==> src/rtl/cpu_bus_pkg.sv <==
// Shared widths, error data pattern and FSM state encoding for the CPU bus responder.
package cpu_bus_pkg;

    localparam int ADDR_W = 20;
    localparam int DATA_W = 16;

    localparam logic [DATA_W-1:0] ERR_DATA = 16'hFFFF;

    typedef enum logic [1:0] {
        IDLE    = 2'd0,
        ACCESS  = 2'd1,
        DONE    = 2'd2,
        RELEASE = 2'd3
    } state_t;

    // Either active-low strobe asserted.
    function automatic logic strobe_active(input logic read_n, input logic wr_n);
        return !read_n || !wr_n;
    endfunction

endpackage

==> src/rtl/cpu_bus_responder_if.sv <==
// CPU-side strobe bus and SDRAM-side req/ack port of the responder.
interface cpu_bus_responder_if;
    import cpu_bus_pkg::*;

    // Master side: a low READn/WRn starts one access. WAITn high for one cycle
    // completes it; the strobe must then rise before another access is taken.
    // Memory side: MEM_REQ with MEM_WE/MEM_ADDR/MEM_WDATA is held stable until
    // a one-cycle MEM_ACK (carrying MEM_RDATA for reads) or a timeout.
    logic [ADDR_W-1:0] ADDRESS;
    logic [DATA_W-1:0] DATA_OUT;
    logic              READn;
    logic              WRn;
    logic [DATA_W-1:0] DATA_IN;
    logic              WAITn;
    logic              MEM_REQ;
    logic              MEM_WE;
    logic [ADDR_W-1:0] MEM_ADDR;
    logic [DATA_W-1:0] MEM_WDATA;
    logic              MEM_ACK;
    logic [DATA_W-1:0] MEM_RDATA;
    logic              BUS_ERR;

    modport slave (
        input  ADDRESS, DATA_OUT, READn, WRn, MEM_ACK, MEM_RDATA,
        output DATA_IN, WAITn, MEM_REQ, MEM_WE, MEM_ADDR, MEM_WDATA, BUS_ERR
    );

    modport master (
        output ADDRESS, DATA_OUT, READn, WRn, MEM_ACK, MEM_RDATA,
        input  DATA_IN, WAITn, MEM_REQ, MEM_WE, MEM_ADDR, MEM_WDATA, BUS_ERR
    );

endinterface

==> src/rtl/cpu_bus_responder_bus_timeout_counter.sv <==
// Watchdog for an outstanding memory request; TIMEOUT_CYCLES=0 removes it entirely.
module bus_timeout_counter #(
    parameter int TIMEOUT_CYCLES = 0
) (
    input  logic clk,
    input  logic rst_n,
    input  logic clear,
    input  logic enable,
    output logic timeout
);

    generate
        if (TIMEOUT_CYCLES > 0) begin : g_count
            localparam int CW = $clog2(TIMEOUT_CYCLES + 1);
            localparam logic [CW-1:0] LAST = CW'(TIMEOUT_CYCLES - 1);

            logic [CW-1:0] count;

            // Fires on the TIMEOUT_CYCLES-th enabled edge; saturates until cleared.
            always_ff @(posedge clk) begin
                if (!rst_n || clear) begin
                    count <= '0;
                end else if (enable && count != LAST) begin
                    count <= count + CW'(1);
                end
            end

            assign timeout = enable && (count == LAST);
        end else begin : g_none
            logic unused;
            assign unused  = ^{clk, rst_n, clear, enable};
            assign timeout = 1'b0;
        end
    endgenerate

endmodule

==> src/rtl/cpu_bus_responder.sv <==
// CPU strobe bus to SDRAM req/ack responder. Define POSTED_WRITE_EN to
// complete writes at capture and drain them to memory in the background.
module cpu_bus_responder
    import cpu_bus_pkg::*;
#(
    parameter int TIMEOUT_CYCLES = 0
) (
    input  logic               CLK,
    input  logic               RSTn,
    cpu_bus_responder_if.slave bus,
    output logic [1:0]         dbg_state
);

    state_t            state;
    logic [DATA_W-1:0] data_in;
    logic              waitn;
    logic              mem_req;
    logic              mem_we;
    logic [ADDR_W-1:0] mem_addr;
    logic [DATA_W-1:0] mem_wdata;
    logic              bus_err;
    logic              drain_busy;
    logic              timeout;
    logic              strobe;

    assign strobe = strobe_active(bus.READn, bus.WRn);

    // Counts only while a request is outstanding, so it covers ACCESS and a posted drain alike.
    bus_timeout_counter #(
        .TIMEOUT_CYCLES(TIMEOUT_CYCLES)
    ) u_timeout (
        .clk    (CLK),
        .rst_n  (RSTn),
        .clear  (!mem_req),
        .enable (mem_req),
        .timeout(timeout)
    );

`ifndef POSTED_WRITE_EN
    assign drain_busy = 1'b0;
`endif

    always_ff @(posedge CLK) begin
        if (!RSTn) begin
            state     <= IDLE;
            data_in   <= '0;
            waitn     <= 1'b0;
            mem_req   <= 1'b0;
            mem_we    <= 1'b0;
            mem_addr  <= '0;
            mem_wdata <= '0;
            bus_err   <= 1'b0;
`ifdef POSTED_WRITE_EN
            drain_busy <= 1'b0;
`endif
        end else begin
            bus_err <= 1'b0;
            case (state)
                IDLE: begin
                    // A pending drain owns the memory port; new strobes wait for its ACK.
                    if (strobe && !drain_busy) begin
                        mem_addr <= bus.ADDRESS;
                        mem_req  <= 1'b1;
                        mem_we   <= !bus.WRn;
                        if (!bus.WRn) begin
                            mem_wdata <= bus.DATA_OUT;
                            bus_err   <= !bus.READn;
`ifdef POSTED_WRITE_EN
                            waitn      <= 1'b1;
                            drain_busy <= 1'b1;
                            state      <= DONE;
`else
                            state      <= ACCESS;
`endif
                        end else begin
                            state <= ACCESS;
                        end
                    end
                end
                ACCESS: begin
                    // ACK takes priority over a timeout landing on the same edge.
                    if (bus.MEM_ACK) begin
                        mem_req <= 1'b0;
                        waitn   <= 1'b1;
                        state   <= DONE;
                        if (!mem_we) begin
                            data_in <= bus.MEM_RDATA;
                        end
                    end else if (timeout) begin
                        mem_req <= 1'b0;
                        waitn   <= 1'b1;
                        bus_err <= 1'b1;
                        state   <= DONE;
                        if (!mem_we) begin
                            data_in <= ERR_DATA;
                        end
                    end
                end
                DONE: begin
                    waitn <= 1'b0;
                    state <= RELEASE;
                end
                RELEASE: begin
                    if (bus.READn && bus.WRn) begin
                        state <= IDLE;
                    end
                end
                default: begin
                    state <= IDLE;
                end
            endcase
`ifdef POSTED_WRITE_EN
            // Background drain: a timeout drops the write and flags it without touching WAITn.
            if (drain_busy) begin
                if (bus.MEM_ACK) begin
                    mem_req    <= 1'b0;
                    drain_busy <= 1'b0;
                end else if (timeout) begin
                    mem_req    <= 1'b0;
                    drain_busy <= 1'b0;
                    bus_err    <= 1'b1;
                end
            end
`endif
        end
    end

    assign bus.DATA_IN   = data_in;
    assign bus.WAITn     = waitn;
    assign bus.MEM_REQ   = mem_req;
    assign bus.MEM_WE    = mem_we;
    assign bus.MEM_ADDR  = mem_addr;
    assign bus.MEM_WDATA = mem_wdata;
    assign bus.BUS_ERR   = bus_err;
    assign dbg_state     = state;

endmodule

==> src/flat_wrapper.sv <==
// flat-port wrapper written by rule: the top's interface ports become plain ports
module cpu_bus_responder_flat import cpu_bus_pkg::*;
#(
    parameter int TIMEOUT_CYCLES = 0
)
  (CLK, RSTn, dbg_state, bus_ADDRESS, bus_DATA_OUT, bus_READn, bus_WRn, bus_MEM_ACK, bus_MEM_RDATA, bus_DATA_IN, bus_WAITn, bus_MEM_REQ, bus_MEM_WE, bus_MEM_ADDR, bus_MEM_WDATA, bus_BUS_ERR);
  cpu_bus_responder_if bus_i ();
  input  logic CLK;
  input  logic RSTn;
  output logic [1:0] dbg_state;
  input wire logic [$bits(bus_i.ADDRESS)-1:0] bus_ADDRESS;
  input wire logic [$bits(bus_i.DATA_OUT)-1:0] bus_DATA_OUT;
  input wire logic [$bits(bus_i.READn)-1:0] bus_READn;
  input wire logic [$bits(bus_i.WRn)-1:0] bus_WRn;
  input wire logic [$bits(bus_i.MEM_ACK)-1:0] bus_MEM_ACK;
  input wire logic [$bits(bus_i.MEM_RDATA)-1:0] bus_MEM_RDATA;
  output wire logic [$bits(bus_i.DATA_IN)-1:0] bus_DATA_IN;
  output wire logic [$bits(bus_i.WAITn)-1:0] bus_WAITn;
  output wire logic [$bits(bus_i.MEM_REQ)-1:0] bus_MEM_REQ;
  output wire logic [$bits(bus_i.MEM_WE)-1:0] bus_MEM_WE;
  output wire logic [$bits(bus_i.MEM_ADDR)-1:0] bus_MEM_ADDR;
  output wire logic [$bits(bus_i.MEM_WDATA)-1:0] bus_MEM_WDATA;
  output wire logic [$bits(bus_i.BUS_ERR)-1:0] bus_BUS_ERR;
  assign bus_i.ADDRESS = bus_ADDRESS;
  assign bus_i.DATA_OUT = bus_DATA_OUT;
  assign bus_i.READn = bus_READn;
  assign bus_i.WRn = bus_WRn;
  assign bus_i.MEM_ACK = bus_MEM_ACK;
  assign bus_i.MEM_RDATA = bus_MEM_RDATA;
  assign bus_DATA_IN = bus_i.DATA_IN;
  assign bus_WAITn = bus_i.WAITn;
  assign bus_MEM_REQ = bus_i.MEM_REQ;
  assign bus_MEM_WE = bus_i.MEM_WE;
  assign bus_MEM_ADDR = bus_i.MEM_ADDR;
  assign bus_MEM_WDATA = bus_i.MEM_WDATA;
  assign bus_BUS_ERR = bus_i.BUS_ERR;
  cpu_bus_responder #(.TIMEOUT_CYCLES(TIMEOUT_CYCLES)) u_core (.CLK(CLK), .RSTn(RSTn), .bus(bus_i), .dbg_state(dbg_state));
endmodule
==> config.mk <==
export PLATFORM = sky130hd
export DESIGN_NAME = cpu_bus_responder_flat
export DESIGN_NICKNAME = d
export VERILOG_FILES = /design/src/rtl/cpu_bus_pkg.sv /design/src/rtl/cpu_bus_responder_if.sv /design/src/rtl/cpu_bus_responder_bus_timeout_counter.sv /design/src/rtl/cpu_bus_responder.sv /design/src/flat_wrapper.sv
export SDC_FILE = /design/constraint.sdc
export NUM_CORES = 1
export LEC_CHECK = 0
export CAP_MARGIN = 20
export CORE_MARGIN = 4
export CORE_UTILIZATION = 44
export DETAILED_ROUTE_END_ITERATION = 7
export PLACE_DENSITY = 0.86
export SLEW_MARGIN = 5
export SYNTH_ARGS = -nofsm -noshare
export SYNTH_HDL_FRONTEND = slang
export SYNTH_SLANG_ARGS = --single-unit
==> constraint.sdc <==
create_clock -name CLK -period 2.6 [get_ports CLK]
set_clock_uncertainty 0.05 [all_clocks]
set_input_delay 0.26 -clock CLK [delete_from_list [all_inputs] [get_ports CLK]]
set_output_delay 0.26 -clock CLK [all_outputs]
set_load 0.02 [all_outputs]
==> Implementation_results.wiki, run 1 <==
{| class="wikitable"
! Metric !! Value
|-
| Cells along the critical path || inv_1 > ha_1 > a21bo_2 > nand2_1 > a21boi_0
|-
| Clock insertion delay at the later pin of the skew report || 0.32 ns
|-
| FF+latch count, synth || 58
|-
| Initial Utilization || 46.0%
|-
| Cell count of the worst hold path || 2
|-
| Switching pwr || between 1 and 1.5 mW
|-
| Dominant cell by count in the synthesized netlist || nand2_1
|-
| Number of library cell types mapped by synthesis || 29
|-
| Starting DRC count in detailed routing || 52
|-
| Type of the worst min-delay path || flip-flop to flip-flop
|-
| Largest fanout of any net on the critical path || 20
|-
| Leakage power || ~1.4 nW
|-
| Clock slew seen by the registers of the worst setup and hold paths || about 0.060 ns
|-
| Number of global-route vias before repair || 2091
|-
| Signal arrival time at the worst endpoint || 1.92 ns
|-
| Core ar. || 5200 sq um
|-
| DIE WIDTH || 81.8 um
|-
| Capturing element of the worst setup path || u_core.bus.MEM_ADDR[2]
|-
| RSZ-0062 raised after global routing || no
|-
| Part of the Yosys area used for sequential elements || 48.5%
|-
| Transition time at the pin with the least slew margin || 0.629 ns
|-
| Internal power contribution || 2.17 mW
|-
| Clock tree buffer depth || 2
|-
| Part of the power in registers || 35.2%
|-
| Power per unit of standard cell area || 889 nW/um^2
|-
| PnR Total Power || 3.31 mW
|-
| Result of the run || finished, final reports clean
|-
| Maximum clock rate || 575 MHz
|-
| Summed instance area of the synthesized netlist || 2390 sq um
|-
| Total Neg Setup Slack || 0 ns
|-
| Slowest cell on crit path || a21bo_2
|-
| Sequential cell area in the final layout || 1160 sq um
|-
| Final hold violation count || 0
|-
| Proportion of netlist area held by the largest area contributor || 48.5%
|-
| Number of standard-cell rows in the floorplan || 26
|-
| Number of instances in the synthesized netlist || 270
|-
| Final-report max-slew violation count || 0
|-
| Endpoint kind of the worst setup timing path || flip-flop
|-
| Routability cong. || 0.827
|-
| WS Path Type || flip-flop to flip-flop
|-
| Die area || approximately 6700 sq um
|-
| Cts repair resizes || 0
|-
| Setup Viol. Count Final || 0
|-
| Half-perimeter wire length after detailed placement || between 4000 and 5000 um
|-
| Fraction of the mapped netlist area in simple logic gates || 19.9%
|-
| Total number of clock tree sinks || 58
|-
| Main synth FF type || dfxtp_1
|-
| Wire length of the first global-routing pass || 9250 um
|-
| Wire per inst || roughly 13 um
|-
| Top-Level Pins || 115
|-
| H-tree lvl count || 3
|-
| Post-CTS setup buffers || 0
|-
| Layout cell share with drive strength beyond 1 || 7.77%
|-
| Final WL || 5960 um
|-
| Count of max-cap constraint violations || 0
|-
| CTS tree || yes
|-
| Antenna violations before repair || 0
|-
| Final nets || around 440
|-
| TritonCTS buffer count || 9
|-
| Routed vias || 2133
|-
| Cell type with the highest aggregate area in the netlist || dfxtp_1
|-
| Number of DRC violations after detailed routing || 0
|-
| Filler cell count || 411
|-
| 1st-pass router iterations || 4
|-
| Share of total power in combinational logic || about 40%
|-
| Antenna diode instance count || 0
|-
| Final antenna-violating net count || 0
|-
| Element type at the critical path start || flip-flop
|-
| Placed cell count || 440
|-
| Pin count of the biggest net entering global routing || 60
|-
| Synth top area cells || dfxtp_1 49%, nand2_1 17%, a21boi_0 9.7%, a21boi_2 5.2%, a21boi_1 4.7%
|-
| Sw frac || 34.6%
|-
| Worst reg2reg startpoint || u_core.dbg_state[0]
|-
| Sum of overflow across all layers after global routing || 0
|-
| Final period utilization || 66.9%
|-
| Area fraction in compound gates after synthesis || 22.5%
|-
| Worst reg-to-reg path cell count || 5
|-
| Dominant combinational cell family by area after synthesis || compound AO/OA/AOI/OAI gates
|-
| Warnings, synthesis || 0
|-
| Delay of the slowest critical-path stage || ~0.47 ns
|-
| Post-synthesis average cell area || 8.86 sq um
|-
| Crit path time final || 1.74 ns
|-
| Root cell of the clock tree || clkbuf_8
|-
| Number of enable-type register cells in the synthesized netlist || 0
|-
| Minimum setup slack among reg-to-reg paths || 0.86 ns
|-
| Total GRT Usage || 18.0%
|-
| DR vias/cell || 4.68
|-
| Area share of fa/ha/maj cells after synthesis || 3.14%
|-
| Syn nets || 333
|-
| Clock network fraction of total power || 24.5%
|-
| Asr flop ratio synth || 0%
|-
| # hold bufs at CTS || 0
|-
| Cell types with the highest counts after synthesis || 108 x nand2_1, 58 x dfxtp_1, 31 x a21boi_0
|-
| Multi-input gate area in the final layout || 1100 sq um
|-
| Growth of design area from synthesis to finish || 55.7%
|-
| Worst ir drop on vdd || about 0.56 mV
|-
| Port Buf Inserts || 114
|-
| Slew HR || roughly 58%
|-
| RR Endpoint || u_core.bus.MEM_ADDR[2]
|-
| XOR/XNOR share of the synthesized area || 0%
|-
| Hold Startpoint || u_core.bus.MEM_ADDR[17]
|-
| Share of cell area taken by muxes after synthesis || 0.418%
|-
| Post-route non-filler standard cell count || 456
|-
| Die Ht || 81.8 um
|-
| Start point of the critical path || u_core.dbg_state[0]
|-
| Data required time at the worst endpoint || 2.78 ns
|}
[power groups by stage]
stage / sequential, mW / combinational, mW / clock, mW
finish: 1.17 / 1.33 / 0.813
global route: 1.19 / 1.46 / 0.874
CTS: 1.17 / 1.35 / 0.833
detailed placement: 1.18 / 1.34 / 0
global placement: 1.18 / 1.32 / 0
floorplan: 1.38 / 0.651 / 0
[routing by layer]
layer  track usage [%]  routed length, um  up-vias
met2              32.1               2890       67
li1                  -                  -     1099
met3              5.37                504        6
met1              19.6               2510      961
met4              7.64                 53        0
met5                 0                  0        -
[final cells by class]
type	instances	area share, %
Multi-Input combinational cell	191	29.6
Timing Repair Buffer	117	31.2
Inverter	4	0.403
Clock buffer	14	4.37
Tap cell	70	2.35
Sequential cell	58	31.2
Clock inverter	2	0.940
[stage by stage]
| step | utilization (%) | instance area (sq um) | hold WS [ns] | setup WS [ns] |
|---|---|---|---|---|
| 2_1_floorplan | - | 2390 | 0.286 | 0.931 |
| 3_3_place_gp | 67.8 | 3530 | 0.390 | 0.773 |
| 3_5_place_dp | 67.8 | 3530 | 0.399 | 0.713 |
| 4_1_cts | 71.6 | 3730 | 0.408 | 0.849 |
| 5_1_grt | 71.6 | 3730 | 0.425 | 0.655 |
| 6_report | 71.6 | 3730 | 0.404 | 0.861 |
[cell families after synthesis]
| logic type | count (synthesis) |
|---|---|
| AOI/OAI and AO/OA | 65 |
| DFF | 58 |
| buffers and inverters | 21 |
| muxes | 1 |
| adders and majority gates | 6 |
| and+or+nand+nor | 119 |
[critical path, delay by kind of cell (launching register included)]
family	cells	cell delay, ns
DFF	1	0.44
adders and majority gates	1	0.27
and+or+nand+nor	1	0.09
AOI/OAI and AO/OA	2	0.68
buffers and inverters	1	0.12
[flip-flops by register name, indices dropped and copies added (netlist names)]
register / flops
u_core.bus.BUS_ERR: 1
u_core.bus.DATA_IN: 16
u_core.bus.MEM_ADDR: 20
u_core.bus.MEM_REQ: 1
u_core.bus.MEM_WDATA: 16
u_core.bus.MEM_WE: 1
u_core.bus.WAITn: 1
u_core.dbg_state: 2
[layout by cell type, fill, tap and decap left out, types with 2 or more instances in the layout]
| cell type | n |
|---|---|
| buf_4 | 3 |
| nand2b_1 | 3 |
| nand2_1 | 108 |
| and3_1 | 2 |
| inv_1 | 4 |
| o21ai_0 | 2 |
| dfxtp_1 | 58 |
| a21boi_0 | 31 |
| a21boi_1 | 15 |
| clkbuf_1 | 3 |
| clkbuf_8 | 11 |
| clkdlybuf4s50_1 | 114 |
| a21boi_2 | 11 |
| ha_1 | 6 |
[worst min-delay path by stage]
stage and end:
6_report u_core.bus.MEM_ADDR[17], 5_1_grt u_core.bus.DATA_IN[7], 4_1_cts u_core.bus.DATA_IN[8], 3_5_place_dp u_core.bus.DATA_IN[7], 3_3_place_gp u_core.bus.DATA_IN[11], 2_1_floorplan u_core.bus.BUS_ERR
(Power assumes the default switching activity.)
==> run 2: changes to the inputs <==
--- a/config.mk
+++ b/config.mk
@@ -7,9 +7,9 @@
 export LEC_CHECK = 0
 export CAP_MARGIN = 20
 export CORE_MARGIN = 4
-export CORE_UTILIZATION = 44
+export CORE_UTILIZATION = 40
 export DETAILED_ROUTE_END_ITERATION = 7
-export PLACE_DENSITY = 0.86
+export PLACE_DENSITY = 0.79
 export SLEW_MARGIN = 5
 export SYNTH_ARGS = -nofsm -noshare
 export SYNTH_HDL_FRONTEND = slang
==> constraint.sdc (replaced) <==
create_clock -name CLK -period 1.6 [get_ports CLK]
set_clock_uncertainty 0.05 [all_clocks]
set_input_delay 0.16 -clock CLK [delete_from_list [all_inputs] [get_ports CLK]]
set_output_delay 0.16 -clock CLK [all_outputs]
set_load 0.02 [all_outputs]
==> run 2 against run 1 <==
Net effect:
- clock power grew 57%
- cell area increased by 3.2%
- power rose by 71%
==> Implementation_results.wiki, run 2 (synthesized netlist as in run 1, its figures left out) <==
{| class="wikitable"
! Metric !! Value
|-
| Flip-flop count of the largest register after layout || 20
|-
| Antenna violations before repair || 0
|-
| 1st-pass router iterations || 4
|-
| CTS tree || yes
|-
| Buf+Inv Stages, Crit Path || 1
|-
| Post-CTS setup buffers || 0
|-
| Signal arrival time at the worst endpoint || approximately 1.7 ns
|-
| Cells along the critical path || inv_1 > ha_1 > or2_2 > a221o_1 > o211a_1
|-
| Die area || 7290 sq um
|-
| Clock tree buffer depth || 2
|-
| Number of DRC violations after detailed routing || 0
|-
| Power per unit of standard cell area || 1470 nW/um^2
|-
| Largest fanout of any net on the critical path || 6
|-
| Total GRT Usage || 17.4%
|-
| Final antenna-violating net count || 0
|-
| Worst ir drop on vdd || 1.13 mV
|-
| Commonest cells after routing, fill and taps aside || 114 x clkdlybuf4s50_1, 108 x nand2_1, 56 x dfxtp_1
|-
| Final nets || 450
|-
| Crit path time final || between 1.5 and 2 ns
|-
| # hold bufs at CTS || 0
|-
| Slowest cell on crit path || dfxtp_4
|-
| H-tree lvl count || 3
|-
| Setup Viol. Count Final || 0
|-
| Data required time at the worst endpoint || 1.76 ns
|-
| Final hold violation count || 0
|-
| Leakage power || roughly 1.5 nW
|-
| Count of max-cap constraint violations || 0
|-
| Routed vias || about 2.2k
|-
| Core ar. || 5640 sq um
|-
| Worst path top cell family by delay || compound AO/OA/AOI/OAI gates
|-
| Clock insertion delay at the later pin of the skew report || between 0.3 and 0.4 ns
|-
| Wire per inst || around 14 um
|-
| Top-Level Pins || 115
|-
| Type of the worst min-delay path || primary input to flip-flop
|-
| Root cell of the clock tree || clkbuf_8
|-
| Half-perimeter wire length after detailed placement || 4580 um
|-
| Transition time at the pin with the least slew margin || 0.277 ns
|-
| Most frequent standard cell in the layout excluding fill and tap cells || clkdlybuf4s50_1
|-
| Final period utilization || between 90% and 100%
|-
| Final WL || 6330 um
|-
| Element type at the critical path start || flip-flop
|-
| Place WS || 0.0202 ns
|-
| Die Ht || around 85 um
|-
| Delay of the slowest critical-path stage || 0.38 ns
|-
| TritonCTS buffer count || 9
|-
| Clock slew seen by the registers of the worst setup and hold paths || 0.06 ns
|-
| Endpoint kind of the worst setup timing path || flip-flop
|-
| Total number of clock tree sinks || 58
|-
| Filler cell count || 448
|-
| Pin count of the biggest net entering global routing || 60
|-
| WS Path Type || flip-flop to flip-flop
|-
| Total Neg Setup Slack || 0 ns
|-
| Result of the run || finished, final reports clean
|-
| Post-route non-filler standard cell count || 463
|-
| Maximum clock rate || 640 MHz
|-
| Starting DRC count in detailed routing || 106
|-
| Initial Utilization || a little over two fifths
|-
| Port Buf Inserts || roughly 110
|-
| Number of global-route vias before repair || 2093
|-
| Layout cell share with drive strength beyond 1 || 9.97%
|-
| Sum of overflow across all layers after global routing || 0
|-
| RSZ-0062 raised after global routing || no
|-
| Number of standard-cell rows in the floorplan || 27
|-
| DIE WIDTH || around 85 um
|-
| Antenna diode instance count || 0
|-
| Slew HR || 81.5%
|-
| Placed cell count || 448
|-
| Growth of design area from synthesis to finish || 60.6%
|-
| Wire length of the first global-routing pass || approximately 10000 um
|-
| Cts repair resizes || 0
|-
| DR vias/cell || 4.69
|-
| Routability cong. || ~0.82
|-
| Final-report max-slew violation count || 0
|-
| PnR Total Power || roughly 5.6 mW
|-
| Min setup slack post-route || 0.0384 ns
|-
| WHS || ~0.33 ns
|}
run 2: cell types whose count changed in the layout (fill, tap and decap cells not counted), sizes merged:
cell	previous run	this run
clkinv	1	2
buf	3	9
clkbuf	14	12
run 2: final cells by class:
type,count,area [sq um],area share [%]
clock buffers,12,145,3.77
clock inverters,3,40.0,1.04
inverters,4,15.0,0.390
multi-input cells,191,1110,29.0
flip-flops and latches,58,1170,30.3
well taps,72,90.1,2.34
repair buffers,123,1270,33.2
run 2: metrics by stage:
stage | utilization, % | instance area, sq um
detailed placement | 64.5 | 3640
finish | 68.2 | 3840
global placement | 64.5 | 3640
global route | 68.2 | 3840
CTS | 67.8 | 3830
floorplan | - | 2400
run 2: layer usage:
metal | up-vias | track usage, % | share of wire [%]
met4 | 0 | 6.47 | 1.2
met2 | 73 | 29.3 | 48
met3 | 9 | 5.44 | 6.9
met5 | - | 0 | 0
li1 | 1110 | - | -
met1 | 978 | 20.7 | 43
run 2: path summary, 6_finish.rpt:
kind / startpoint / to / slack (ns) / cells after the start
hold reg to reg: u_core.bus.MEM_ADDR[19] / u_core.bus.MEM_ADDR[19] / 0.40 / 2
setup / recovery: u_core.dbg_state[0] / u_core.dbg_state[0] / 0.04 / 5
hold / removal: bus_MEM_RDATA[10] / u_core.bus.DATA_IN[10] / 0.33 / 3
setup reg to reg: u_core.dbg_state[0] / u_core.dbg_state[0] / 0.04 / 5
run 2: where the power goes:
group,internal (mW),leakage [nW],total (mW),switching [mW]
Clock,0.749,0.0962,1.28,0.534
Sequential,1.74,0.476,1.90,0.162
Combinational,1.22,0.885,2.47,1.25
run 2: worst min-delay path, stage by stage:
cell             delay, ns
clkdlybuf4s50_1       0.39
nand2_1               0.05
a21boi_1              0.05
==> run 3: changes to the inputs <==
--- a/config.mk
+++ b/config.mk
@@ -8,6 +8,7 @@
 export CAP_MARGIN = 20
 export CORE_MARGIN = 4
 export CORE_UTILIZATION = 40
+export CTS_CLUSTER_DIAMETER = 150
 export DETAILED_ROUTE_END_ITERATION = 7
 export PLACE_DENSITY = 0.79
 export SLEW_MARGIN = 5
==> results of run 3 <==
The final DEF is identical to that of run 2; final timing and power are the same.
